**src/rtl/reset_seq_pkg.sv**
```systemverilog
// Shared types and encodings for the staged reset sequencer.
package reset_seq_pkg;

  typedef enum logic [1:0] {
    RELEASE,
    HOLD,
    DONE
  } state_e;

  localparam logic [1:0] CAUSE_POR = 2'b00;
  localparam logic [1:0] CAUSE_SW  = 2'b01;
  localparam logic [1:0] CAUSE_WDT = 2'b10;

  function automatic int unsigned max_u(input int unsigned a, input int unsigned b);
    return (a > b) ? a : b;
  endfunction

endpackage

```
**src/rtl/ctech_mux2x1_4.sv**
```systemverilog
// Behavioural view of the technology 2:1 mux cell used on reset bypass paths.
module ctech_mux2x1_4 (
  input  logic i0,
  input  logic i1,
  input  logic s,
  output logic z
);

  assign z = s ? i1 : i0;

endmodule

```
**src/rtl/reset_seq.sv**
```systemverilog
// Staged reset sequencer: releases NUM_STAGES resets in order, re-applies a partial
// reset on SW/WDT request, scan bypass to arst_n. Optional cause register: RESET_SEQ_CAUSE_EN.
module reset_seq
  import reset_seq_pkg::*;
#(
  parameter int unsigned NUM_STAGES = 4,
  parameter int unsigned STAGE_DLY  = 16,
  parameter int unsigned HOLD_CYC   = 8,
  parameter int unsigned SW_FIRST   = 1
) (
  input  logic                  dclk,
  input  logic                  arst_n,
  input  logic                  scan_mode,
  input  logic                  sw_rst_req,
  input  logic                  wdt_rst_req,
  output logic [NUM_STAGES-1:0] rst_n_o,
  output logic                  rst_ack,
  output logic                  busy,
  output logic                  done,
  output logic [1:0]            rst_cause
);

  localparam int unsigned CW = $clog2(max_u(STAGE_DLY, HOLD_CYC));
  localparam int unsigned SW = $clog2(NUM_STAGES) + 1;
  // Stages below SW_FIRST survive a SW/WDT reset.
  localparam logic [NUM_STAGES-1:0] KEEP_MASK = NUM_STAGES'((64'd1 << SW_FIRST) - 64'd1);

  state_e                state_q, state_d;
  logic [SW-1:0]         stage_q, stage_d;
  logic [CW-1:0]         cnt_q, cnt_d;
  logic [NUM_STAGES-1:0] rst_q, rst_d;
  logic                  ack_q, ack_d;
  logic                  req;

  assign req = sw_rst_req | wdt_rst_req;

  always_comb begin
    state_d = state_q;
    stage_d = stage_q;
    cnt_d   = cnt_q;
    rst_d   = rst_q;
    ack_d   = 1'b0;
    case (state_q)
      RELEASE: begin
        if (cnt_q == CW'(STAGE_DLY - 1)) begin
          cnt_d   = '0;
          stage_d = stage_q + 1'b1;
          for (int unsigned i = 0; i < NUM_STAGES; i++) begin
            if (stage_q == SW'(i)) rst_d[i] = 1'b1;
          end
          if (stage_q == SW'(NUM_STAGES - 1)) state_d = DONE;
        end else begin
          cnt_d = cnt_q + 1'b1;
        end
      end
      HOLD: begin
        if (cnt_q == CW'(HOLD_CYC - 1)) begin
          state_d = RELEASE;
          stage_d = SW'(SW_FIRST);
          cnt_d   = '0;
        end else begin
          cnt_d = cnt_q + 1'b1;
        end
      end
      DONE: begin
        if (req) begin
          state_d = HOLD;
          cnt_d   = '0;
          ack_d   = 1'b1;
          rst_d   = rst_q & KEEP_MASK;
        end
      end
      default: state_d = RELEASE;
    endcase
  end

  always_ff @(posedge dclk or negedge arst_n) begin
    if (!arst_n) begin
      state_q <= RELEASE;
      stage_q <= '0;
      cnt_q   <= '0;
      rst_q   <= '0;
      ack_q   <= 1'b0;
    end else begin
      state_q <= state_d;
      stage_q <= stage_d;
      cnt_q   <= cnt_d;
      rst_q   <= rst_d;
      ack_q   <= ack_d;
    end
  end

  assign rst_ack = ack_q;
  assign busy    = (state_q != DONE);
  assign done    = (state_q == DONE);

`ifdef RESET_SEQ_CAUSE_EN
  logic [1:0] cause_q, cause_d;

  always_comb begin
    cause_d = cause_q;
    if (state_q == DONE && req) cause_d = wdt_rst_req ? CAUSE_WDT : CAUSE_SW;
  end

  always_ff @(posedge dclk or negedge arst_n) begin
    if (!arst_n) cause_q <= CAUSE_POR;
    else         cause_q <= cause_d;
  end

  assign rst_cause = cause_q;
`else
  assign rst_cause = CAUSE_POR;
`endif

  for (genvar g = 0; g < NUM_STAGES; g++) begin : g_scan
    ctech_mux2x1_4 u_mux (
      .i0 (rst_q[g]),
      .i1 (arst_n),
      .s  (scan_mode),
      .z  (rst_n_o[g])
    );
  end

endmodule
```
**config.mk**
```make
export PLATFORM = sky130hd
export DESIGN_NAME = reset_seq
export DESIGN_NICKNAME = d
export VERILOG_FILES = /design/src/rtl/reset_seq_pkg.sv /design/src/rtl/ctech_mux2x1_4.sv /design/src/rtl/reset_seq.sv
export SDC_FILE = /design/constraint.sdc
export NUM_CORES = 1
export LEC_CHECK = 0
export CORE_MARGIN = 10
export CORE_UTILIZATION = 50
export CTS_CLUSTER_DIAMETER = 50
export DETAILED_ROUTE_END_ITERATION = 6
export GPL_TIMING_DRIVEN = 1
export PLACE_DENSITY = 0.74
export SETUP_SLACK_MARGIN = 0.5
export SLEW_MARGIN = 10
export SYNTH_ARGS = -nofsm -noshare
export SYNTH_HDL_FRONTEND = slang
export SYNTH_SLANG_ARGS = --single-unit
```
**constraint.sdc**
```tcl
create_clock -name dclk -period 4.4 [get_ports dclk]
set_input_delay 0.88 -clock dclk [delete_from_list [all_inputs] [get_ports dclk]]
set_output_delay 0.88 -clock dclk [all_outputs]
set_load 0.01 [all_outputs]
```
# ---- After elaboration in Yosys (flattened, before gate mapping)
# Cells that the tools add are included.
dict set report totals {
  ff_bits 14
  latchBits 0
  ram_bits 0
  rom_bits 0
  input_bits 5
  output_inout_bits 9
  elab_cells 63
  n_memories 0
}
dict set report classes {
  add_sub_neg 2
  multipliers 0
  div 0
  order_cmp 0
  n_eq_ne 14
  n_shift 0
  mux 25
  bitwise 2
  n_reduce_logical 12
}
# cell count
set ops {}
lappend ops {{$mux 4} 5}
lappend ops {{$reduce_and 4->1} 5}
lappend ops {{$ne 2x2->1 const B} 6}
lappend ops {{$pmux 4 s3} 1}
lappend ops {{$mux 1} 10}
lappend ops {{$mux 2} 4}
lappend ops {{$pmux 4 s2} 1}
lappend ops {{$eq 3x2->1 const B} 2}
lappend ops {{$mux 3} 2}
lappend ops {{$pmux 2 s3} 1}
lappend ops {{$pmux 3 s2} 1}
lappend ops {{$add 4x1->4 const B} 1}
lappend ops {{$eq 4x3->1 const B} 1}
lappend ops {{$eq 4x4->1 const B} 1}
lappend ops {{$reduce_bool 2->1} 2}
lappend ops {{$add 3x1->3 const B} 1}
lappend ops {{$eq 3x1->1 const B} 1}
lappend ops {{$logic_not 3->1} 1}
lappend ops {{$reduce_and 3->1} 1}
lappend ops {{$reduce_bool 3->1} 1}
lappend ops {{$eq 2x1->1 const B} 1}
lappend ops {{$eq 2x2->1 const B} 1}
lappend ops {{$logic_not 2->1} 1}
lappend ops {{$ne 2x1->1 const B} 1}
lappend ops {{3 further kinds} 3}

# ---- Longest topological paths before layout
# Gate-level depths: netlist (run 1).
dict set report depth {
  word_depth 4
  mapped_depth 8
}

# ---- By module
# From an unflattened synthesis (run 1), not the netlist that was laid out.
dict set report hier_totals {
  hier_cells 97
  area_unflattened_um2 989.7
}
# module n_inst cells_per_inst area_per_inst_um2 seq_area_each_um2
set by_module_without_submodules {}
lappend by_module_without_submodules {reset_seq 1 93 929.6 350.3}
lappend by_module_without_submodules {ctech_mux2x1_4 4 1 15.0 0.0}

# ---- Least setup slack after synthesis (run 1)
# No wires, ideal clock.
dict set report synth_timing {
  path_kind {input to output}
  startpoint {in scan_mode}
  endpoint {out rst_n_o[0]}
  arrival_ns 1.167
  required_ns 3.520
  path_slack_ns 2.353
  path_stages 3
  path_buffers 1
  cell_sequence {nand2_1 > o21ai_0 > buf_4}
}
dict set report synth_via {
  elab_chain_cells 1
}
# element line
set synth_lines {}
lappend synth_lines {{from (decl)} reset_seq.sv:13} ;# input logic scan_mode,
lappend synth_lines {{$mux 1} ctech_mux2x1_4.sv:9} ;# assign z = s ? i1 : i0;
lappend synth_lines {{to (decl)} reset_seq.sv:16} ;# output logic [NUM_STAGES-1:0] rst_n_o,
# Every way passes these cells.

# ---- Worst setup path in the final report (run 1)
dict set report layout_timing {
  startpoint {in arst_n}
  endpoint {out rst_n_o[2]}
}
dict set report layout_via {
  elab_chain_cells 1
}
# element line
set layout_lines {}
lappend layout_lines {{from (decl)} reset_seq.sv:12} ;# input logic arst_n,
lappend layout_lines {{$mux 1} ctech_mux2x1_4.sv:9}
# Every way passes these cells.

==> results by group, run 1 <==
Status
  – Status: finished clean

Setup path
  – Crit-path max FO: 15
  – Crit-path slowest cell: clkdlybuf4s50_1
  – Crit path capture type: primary output
  – Crit path DAT: 2330 ps
  – CP most frequent cell: clkdlybuf4s50_1
  – WP buf/inv: 3
  – Slowest stage delay, CP: roughly 560 ps
  – Crit path cell chain: clkdlybuf4s50_1, buf_4, nand2_1, o21ai_0, clkdlybuf4s50_1
  – Worst EP required: 3520 ps
  – CP startpoint kind: primary input
  – Cell family with most CP delay: buffers and inverters
  – Beginning of the critical path: arst_n
  – WS Path Type: in2out
  – Reg2reg start: state_q[0]

Cells and area
  – Synth-to-layout area growth: 12.7%
  – Antenna diode count: 0
  – Share of cells above drive strength 1: roughly 8.6%
  – # fillers: 170
  – Nets: roughly 130

Clock network
  – Total CTS buffers: 3
  – Clk_lat worst skew: between 200 and 300 ps
  – Clock Tree Buf Depth: 2
  – Cts hold-fix bufs: 0
  – CTS sink cnt: 14
  – Post_cts resized: 0
  – # Post-CTS Setup Buffers: 0
  – Root buf cell: clkbuf_4
  – Htree depth: 1
  – Reg clk slew, reported paths: 90 ps
  – CTS tree: done

Synth
  – Syn Std Cell Area: around 990 sq um
  – Yosys warns: 0
  – Cells after Synth: around 110
  – Synth unique cells: 29
  – Avg Cell Area, Syn: between 9 and 10 sq um
  – #FFs+latches synth: 14
  – Register area share after synthesis: between 30% and 40%

Timing
  – Min Tclk post-route: 3210 ps
  – Setup TNS: 0 ps
  – Fin crit share: 73.0%
  – Final WS setup: 1190 ps
  – Worst Skew: slightly above 9 ps
  – RSZ-0062 raised after global routing: no
  – FMAX: between 0.3 and 0.4 GHz
  – Final hold slack: approximately 490 ps
  – Max-slew violation count: 0
  – Final Setup Violations: 0
  – Final hold viol count: 0

GRT
  – Largest net degree at the start of global routing: 16
  – Gr usage total: 9.82%
  – Vias in the first global route: 754
  – Grt ovf: 0
  – First-pass GRT wire length: around 3.5 mm
  – Initial antenna violation count: 0

Floorplan
  – Core box area: 1920 sq um
  – Die W: between 60 and 70 um
  – Starting Density: between 50% and 60%
  – Die height: about 65 um
  – Die ar.: roughly 4200 sq um
  – I/O pin count: 14
  – Site Rows: 16

Drt
  – DRT Wirelength: around 1.8 mm
  – Via-to-Cell Ratio: 5.30
  – Routed length per placed instance: 12.8 um
  – # DRC: 0
  – DR pass1 iterations: 4
  – DR iter-0 viols: 25
  – Number of antenna-violating nets in the routed design: 0
  – Via Count: 758

Placement
  – Dpl ws: between 1000 and 1500 ps
  – Dpl hpwl: 1.41 mm
  – Gpl congestion: 0.723
  – # port buffers: 11

Power and ir drop
  – Power per cell area: ~210 nW/um^2
  – Leakage power: between 0.5 and 0.6 nW
  – Max VDD drop: about 0.00011 V

Hold path
  – Hold Crit Class: reg2reg
  – Launch point of the worst hold path: rst_q[0]

Run
  – Max-cap violations: 0
## synth_stat cells
library cell  instances  share of area (%)
or2_2                 1               0.63
mux2_4                1                1.5
o21ai_0              11                5.5
nor2_1                6                2.3
nand3b_1              1               0.76
nor4b_1               1               0.88
dfrtp_1              14                 35
and4b_1               2                2.0
mux2i_1               2                2.0
ha_1                 11                 14
nand3_1               5                2.5
buf_2                 4                2.0
a21o_1                1               0.76
o211ai_1              1               0.76
inv_1                11                4.2
nand4b_1              3                2.6
a41oi_1               1               0.88
conb_1                1               0.38
a21o_4                1                1.5
a311oi_1              1               0.88
nand4_1               3                1.9
nor2_2                1               0.63
o22ai_1               3                1.9
a31oi_1               3                1.9
nand2b_1              1               0.63
buf_4                 6                4.5
nor3b_4               1                1.9
nand2_1               6                2.3
a21oi_1               6                3.0
## kinds of logic after synthesis
family | count (synthesis) | synth area share, %
AND/OR/NAND/NOR | 31 | 19.0
AO/OA/AOI/OAI | 28 | 17.2
buffers and inverters | 21 | 10.7
flip-flops | 14 | 35.3
adder cells (fa/ha/maj) | 11 | 13.9
multiplexers | 3 | 3.53
other | 1 | 0.378
## worst reg2reg max path, stage by stage (launching register included)
cell	delay, ps
dfrtp_1	410
inv_1	130
ha_1	290
nor3b_4	410
a21o_4	150
nor2_2	40
mux2_4	290
## area by class of cell
type                       instances  area [sq um]  area share (%)
tap                               27          33.8            3.02
timing repair buffer              12           118            10.5
sequential                        14           350            31.3
inverter                          11          41.3            3.69
clock buffer                       4          36.3            3.24
multi-input combinational         75           539            48.2
## worst paths after layout
kind	end	slack, ps	depth (start not counted)
setup / recovery	rst_n_o[2]	1190	5
hold / removal	rst_q[0]	490	2
setup reg to reg	state_q[1]	2570	6
hold reg to reg	rst_q[0]	490	2
max in group asynchronous	cnt_q[1]	3310	2
min in group asynchronous	rst_q[2]	910	2
## metrics by stage
| stage | power (mW) | instances | cell area (sq um) | utilization [%] |
|---|---|---|---|---|
| final | 0.236 | 143 | 1120 | 58.2 |
| after global routing | 0.249 | 143 | 1120 | 58.2 |
| after CTS | 0.242 | 143 | 1120 | 58.2 |
| after detailed placement | 0.147 | 139 | 1080 | 56.3 |
| after global placement | 0.147 | 139 | 1080 | 56.3 |
| after floorplan | 0.139 | 110 | 996 | - |
## layout by cell type, fill, tap and decap left out, types with 5 or more instances in the layout
cell type / netlist / final
dfrtp_1: 14 / 14
inv_1: 11 / 11
o21ai_0: 11 / 11
ha_1: 11 / 11
clkdlybuf4s50_1: 0 / 11
nand2_1: 6 / 6
nor2_1: 6 / 6
a21oi_1: 6 / 6
nand3_1: 5 / 5
## where the power goes
part	internal [mW]	switching, mW	total, mW	leakage (nW)
Sequential	0.129	0	0.129	0.160
Clock	0.0503	0.0414	0.0917	0.0210
Combinational	0.00785	0.00775	0.0156	0.326
## metal layers
layer / part of all wire, % / track usage, % / up-vias
li1: - / - / 389
met1: 46 / 12.4 / 354
met2: 48 / 15.6 / 15
met3: 5.5 / 2.92 / 0
met4: 0 / 3.21 / 0
met5: 0 / 0 / -
## sequential cells by signal, indices dropped and copies added (netlist names)
signal,flops
rst_ack,1
rst_q,4
stage_q,3
cnt_q,4
state_q,2
(Power assumes the default switching activity.)
==> run 2, diff against run 1 <==
- clock period: 4.4 -> 3.3 ns (I/O delays scaled with it)
==> run 2 against run 1 <==
Core utilization did not move; register-to-register slack got worse by 1100 ps; combinational power rose by 35%; via count rose by 4.0%; cell area did not move; clock skew fell by 2.8 ps; global-route usage rose by 0.56 points; final cell count did not move; first-iteration DRC count rose by 24%; hold slack improved by 26 ps; setup slack got worse by 510 ps; critical path type unchanged; largest cell class unchanged; highest routed layer is now met4.
==> results by group, run 2 (synthesis gave the netlist of run 1 again) <==
Placement
  – Dpl ws: 670 ps (-486 ps)
  – Gpl congestion: 0.729 (+0.84%)
  – # port buffers: 11 (unchanged)
  – Dpl hpwl: 1.60 mm (+13%)
  – DP Area: 1080 sq um (unchanged)

Clock network
  – # Post-CTS Setup Buffers: 0 (unchanged)
  – Clock Tree Buf Depth: 2 (unchanged)
  – Post_cts resized: 0 (unchanged)
  – Total CTS buffers: 3 (unchanged)
  – CTS sink cnt: 14 (unchanged)
  – Htree depth: 1 (unchanged)
  – Clk_lat worst skew: 280 ps (about the same)
  – Cts hold-fix bufs: 0 (unchanged)
  – Reg clk slew, reported paths: 90 ps (about the same)
  – CTS tree: done
  – Root buf cell: clkbuf_4

Cells and area
  – Fin area: 1120 sq um (unchanged)
  – Largest regs: cnt_q: 4 flops, rst_q: 4 flops, stage_q: 3 flops
  – Share of cells above drive strength 1: 8.62% (unchanged)
  – Most frequent cells in the layout: dfrtp_1 (14), inv_1 (11), o21ai_0 (11), ha_1 (11), clkdlybuf4s50_1 (11)
  – Antenna diode count: 0 (unchanged)
  – Nets: 133 (unchanged)
  – Commonest non-fill, non-tap cell in the layout: dfrtp_1
  – # fillers: 185 (+8.8%)
  – Synth-to-layout area growth: 12.7% (unchanged)

Setup path
  – Reg2reg start: state_q[0]
  – Crit-path slowest cell: clkdlybuf4s50_1
  – Crit-path max FO: 5 (-10)
  – Cell family with most CP delay: buffers and inverters
  – WS Path Type: in2out
  – Slowest stage delay, CP: 570 ps (about the same)
  – CP startpoint kind: primary input
  – Crit path cell chain: clkdlybuf4s50_1, nand2_1, o21ai_0, clkdlybuf4s50_1
  – Reg2reg path depth: 6 (unchanged)
  – Crit path capture type: primary output
  – Worst EP required: 2640 ps (-880 ps)
  – WP buf/inv: 2 (-1)
  – Crit. path cell count: 4 (-1)
  – Crit path DAT: 1960 ps (-370 ps)
  – CP most frequent cell: clkdlybuf4s50_1
  – Beginning of the critical path: scan_mode

Floorplan
  – Site Rows: 16 (unchanged)
  – Die height: 64.5 um (unchanged)
  – Core box area: 1920 sq um (unchanged)
  – Die ar.: 4170 sq um (unchanged)
  – Die W: 64.5 um (unchanged)
  – I/O pin count: 14 (unchanged)
  – Starting Density: 51.6% (unchanged)

Timing
  – RSZ-0062 raised after global routing: no
  – Final Setup Violations: 0 (unchanged)
  – FMAX: around 0.38 GHz
  – Final hold viol count: 0 (unchanged)
  – Min Tclk post-route: 2620 ps
  – Final hold slack: 513 ps (+26.3 ps)
  – Final WS setup: 682 ps (-506 ps)
  – Setup TNS: 0 ps (unchanged)
  – Max-slew violation count: 0 (unchanged)
  – Worst Skew: 6.29 ps (-2.78 ps)
  – Fin crit share: a little under 80%

GRT
  – Largest net degree at the start of global routing: 15 (-1)
  – Grt ovf: 0 (unchanged)
  – Gr usage total: 10.4% (+0.56 points)
  – First-pass GRT wire length: 3.55 mm (+2.6%)
  – Vias in the first global route: 779 (+3.3%)
  – Initial antenna violation count: 0 (unchanged)

Drt
  – DR WL met3: 70 um (-30%)
  – Via Count: 788 (+4.0%)
  – Uppermost routed layer: met4
  – Routed length per placed instance: 14.1 um (+11%)
  – DR pass1 iterations: 4 (unchanged)
  – Routed met2 length: 985 um (+12%)
  – WL met1: 931 um (+10%)
  – DR iter-0 viols: 31 (+24%)
  – Via-to-Cell Ratio: 5.51 (+4.0%)
  – # DRC: 0 (unchanged)
  – Number of antenna-violating nets in the routed design: 0 (unchanged)
  – DRT Wirelength: 2.02 mm (+11%)

Status
  – Status: finished clean

Run
  – Max-cap violations: 0 (unchanged)

Hold path
  – Hold path depth: 2 (unchanged)
  – Hold Crit Class: reg2reg
  – Launch point of the worst hold path: rst_q[0]

Power and ir drop
  – Max VDD drop: 0.000195 V (+79%)
  – Power per cell area: 285 nW/um^2 (+35%)
  – Leakage power: 0.507 nW (unchanged)
-- run 2: cell counts in the layout (fill, tap and decap cells not counted) --
Identical to the previous run, type by type.
-- run 2: final timing paths --
check / slack, ps / end
setup / recovery: 680 / rst_n_o[0]
hold / removal: 510 / rst_q[0]
setup reg to reg: 1470 / state_q[1]
hold reg to reg: 510 / rst_q[0]
max in group asynchronous: 2390 / rst_q[1]
min in group asynchronous: 730 / rst_q[0]
-- run 2: tightest hold or removal path, stage by stage (launching register included) --
cell,delay [ps]
dfrtp_1,360
nand2_1,50
o21ai_0,70
-- run 2: stage by stage --
stage | util [%] | instances | power, mW
after CTS | 58.2 | 143 | 0.322
after global placement | 56.3 | 139 | 0.196
after global routing | 58.2 | 143 | 0.330
after detailed placement | 56.3 | 139 | 0.196
after floorplan | - | 110 | 0.185
final | 58.2 | 143 | 0.318
-- run 2: per-layer routing --
metal,global-route usage [%],vias up
met5,0,-
met4,4.01,0
li1,-,394
met2,18.3,18
met1,11.6,371
met3,2.58,5
-- run 2: area by class of cell --
cell class	count	area, sq um	area share [%]
multi-input combinational	75	539	48.2
clock buffer	4	36.3	3.24
tap	27	33.8	3.02
inverter	11	41.3	3.69
timing repair buffer	12	118	10.5
sequential	14	350	31.3
-- run 2: report_power, final --
part / internal (mW) / leakage [nW] / switching (mW)
clock: 0.0672 / 0.0210 / 0.0588
combinational: 0.0105 / 0.326 / 0.0107
sequential: 0.171 / 0.160 / 0
==> run 3, diff against run 2 <==
- clock period: 3.3 -> 2.5 ns (I/O delays scaled with it)
==> run 3 against run 2 <==
Critical path depth unchanged; wire length increased by 0.59%; setup slack got worse by 120 ps; via count is 0.51% lower; first-iteration DRC count shrank 23%; clock power increased by 32%; final cell count unchanged.
==> results by group, run 3 (synthesis gave the netlist of run 1 again) <==
Status
  – Status: finished clean

Setup path
  – Worst EP required: 2000 ps (-640 ps)
  – CP startpoint kind: primary input
  – Slowest stage delay, CP: 490 ps (-80 ps)
  – Crit-path slowest cell: clkdlybuf4s50_1
  – WP buf/inv: 2 (unchanged)
  – Cell family with most CP delay: buffers and inverters
  – WS Path Type: in2out
  – Crit path cell chain: clkdlybuf4s50_1, nand2_1, o21ai_0, clkdlybuf4s15_1
  – Crit path DAT: 1440 ps (-520 ps)
  – Crit-path max FO: 4 (-1)
  – Crit path capture type: primary output

Drt
  – DR iter-0 viols: 24 (-23%)
  – Via Count: 784 (-0.51%)
  – Routed length per placed instance: 14.2 um (+0.59%)
  – # DRC: 0 (unchanged)
  – Via-to-Cell Ratio: 5.48 (-0.51%)
  – Number of antenna-violating nets in the routed design: 0 (unchanged)
  – DRT Wirelength: 2.03 mm (+0.59%)
  – DR pass1 iterations: 4 (unchanged)

GRT
  – First-pass GRT wire length: 3.55 mm (unchanged)
  – Vias in the first global route: 779 (unchanged)
  – Gr usage total: 10.4% (unchanged)
  – Initial antenna violation count: 0 (unchanged)
  – Largest net degree at the start of global routing: 15 (unchanged)
  – Grt ovf: 0 (unchanged)

Power and ir drop
  – Flop pwr share: 54.1% (+0.3 points)
  – Net Sw Power: 0.0915 mW (+32%)
  – Sw frac: 21.9% (+0.10 points)
  – Power per cell area: 371 nW/um^2 (+30%)
  – Internal power: 0.326 mW (+31%)
  – Logic pwr share: 6.1% (-0.5 points)
  – Leakage power: 0.523 nW (+3.0%)
  – Clk pwr share: 39.7% (+0.2 points)
  – Max VDD drop: 0.000256 V (+32%)

Clock network
  – Total CTS buffers: 3 (unchanged)
  – Reg clk slew, reported paths: 90 ps (about the same)
  – Htree depth: 1 (unchanged)
  – CTS sink cnt: 14 (unchanged)
  – Root buf cell: clkbuf_4
  – Clk_lat worst skew: 280 ps (about the same)
  – Clock Tree Buf Depth: 2 (unchanged)
  – # Post-CTS Setup Buffers: 0 (unchanged)
  – CTS tree: done

Floorplan
  – Die height: 64.5 um (unchanged)
  – Die W: 64.5 um (unchanged)
  – Die ar.: 4170 sq um (unchanged)
  – Core box area: 1920 sq um (unchanged)
  – Starting Density: 51.6% (unchanged)
  – I/O pin count: 14 (unchanged)
  – Site Rows: 16 (unchanged)

Cells and area
  – Largest regs: cnt_q: 4 flops, rst_q: 4 flops, stage_q: 3 flops
  – Share of cells above drive strength 1: 11.2% (+2.6 points)
  – # fillers: 180 (-2.7%)
  – Antenna diode count: 0 (unchanged)
  – Nets: 133 (unchanged)
  – Final Util: 58.7% (+0.46 points)
  – Synth-to-layout area growth: 13.6%
  – Most frequent cells in the layout: dfrtp_1 (14), inv_1 (11), o21ai_0 (11)
  – Commonest non-fill, non-tap cell in the layout: dfrtp_1

Timing
  – Setup TNS: 0 ps (unchanged)
  – Final hold viol count: 0 (unchanged)
  – Fin crit share: between 70% and 80%
  – Final Setup Violations: 0 (unchanged)
  – Worst Skew: 6.01 ps (-0.279 ps)
  – FMAX: 0.515 GHz
  – Max-slew violation count: 0 (unchanged)
  – RSZ-0062 raised after global routing: yes
  – Min Tclk post-route: around 2000 ps

Placement
  – # port buffers: 11 (unchanged)
  – Dpl hpwl: 1.60 mm (unchanged)
  – Gpl congestion: 0.729 (unchanged)

Run
  – Max-cap violations: 0 (unchanged)

Hold path
  – Hold Crit Class: reg2reg
[run 3: final cells by class]
class	instances	area (sq um)	share of cell area, %
clock buffers	4	36.3	3.22
flip-flops and latches	14	350	31.1
well taps	27	33.8	3.00
inverters	11	41.3	3.66
repair buffers	12	114	10.1
multi-input cells	75	552	48.9
[run 3: through the flow]
| step | cells | setup slack [ps] | instance area, sq um | hold slack, ps | total power, mW |
|---|---|---|---|---|---|
| 2_1_floorplan | 110 | 823 | 996 | 204 | 0.244 |
| 3_3_place_gp | 139 | 260 | 1080 | 462 | 0.258 |
| 3_5_place_dp | 139 | 190 | 1080 | 500 | 0.259 |
| 6_report | 143 | 557 | 1130 | 512 | 0.418 |
| 5_1_grt | 143 | 496 | 1130 | 539 | 0.433 |
| 4_1_cts | 143 | 465 | 1120 | 521 | 0.423 |
[run 3: worst paths after layout]
path                       depth (start not counted)          to  slack (ps)  startpoint
setup / recovery                                   4  rst_n_o[2]         560      arst_n
hold / removal                                     2    rst_q[0]         510    rst_q[0]
setup reg to reg                                   6  state_q[1]         650  state_q[0]
hold reg to reg                                    2    rst_q[0]         510    rst_q[0]
max in group asynchronous                          2    rst_q[1]        1750      arst_n
min in group asynchronous                          2    rst_q[0]         570      arst_n
[run 3: what timing repair did]
action	in CTS	in global routing
pin swaps	0	0
hold buffers	0	0
resized for setup	11	4
setup endpoints to repair	6	5
gates cloned	0	0
[run 3: power groups by stage]
| stage | logic [mW] | clock network (mW) | registers, mW |
|---|---|---|---|
| floorplan | 0.0135 | 0 | 0.231 |
| global placement | 0.0277 | 0 | 0.231 |
| detailed placement | 0.0285 | 0 | 0.231 |
| CTS | 0.0267 | 0.170 | 0.226 |
| global route | 0.0283 | 0.179 | 0.226 |
| finish | 0.0256 | 0.166 | 0.226 |
[run 3: routing by layer]
layer	part of all wire [%]	up-vias	routed length, um	GRT usage [%]
met4	1.6	0	32	4.01
met1	47	368	947	11.6
met3	3.4	5	69	2.58
met2	48	16	984	18.3
met5	0	-	0	0
li1	-	395	-	-
[run 3: worst reg2reg max path: cells and delay by family, from the launching register on]
family / cells / cell delay, ps
DFF: 1 / 410
and+or+nand+nor: 1 / 90
buffers and inverters: 1 / 170
AOI/OAI and AO/OA: 1 / 230
muxes: 2 / 420
adders and majority gates: 1 / 420
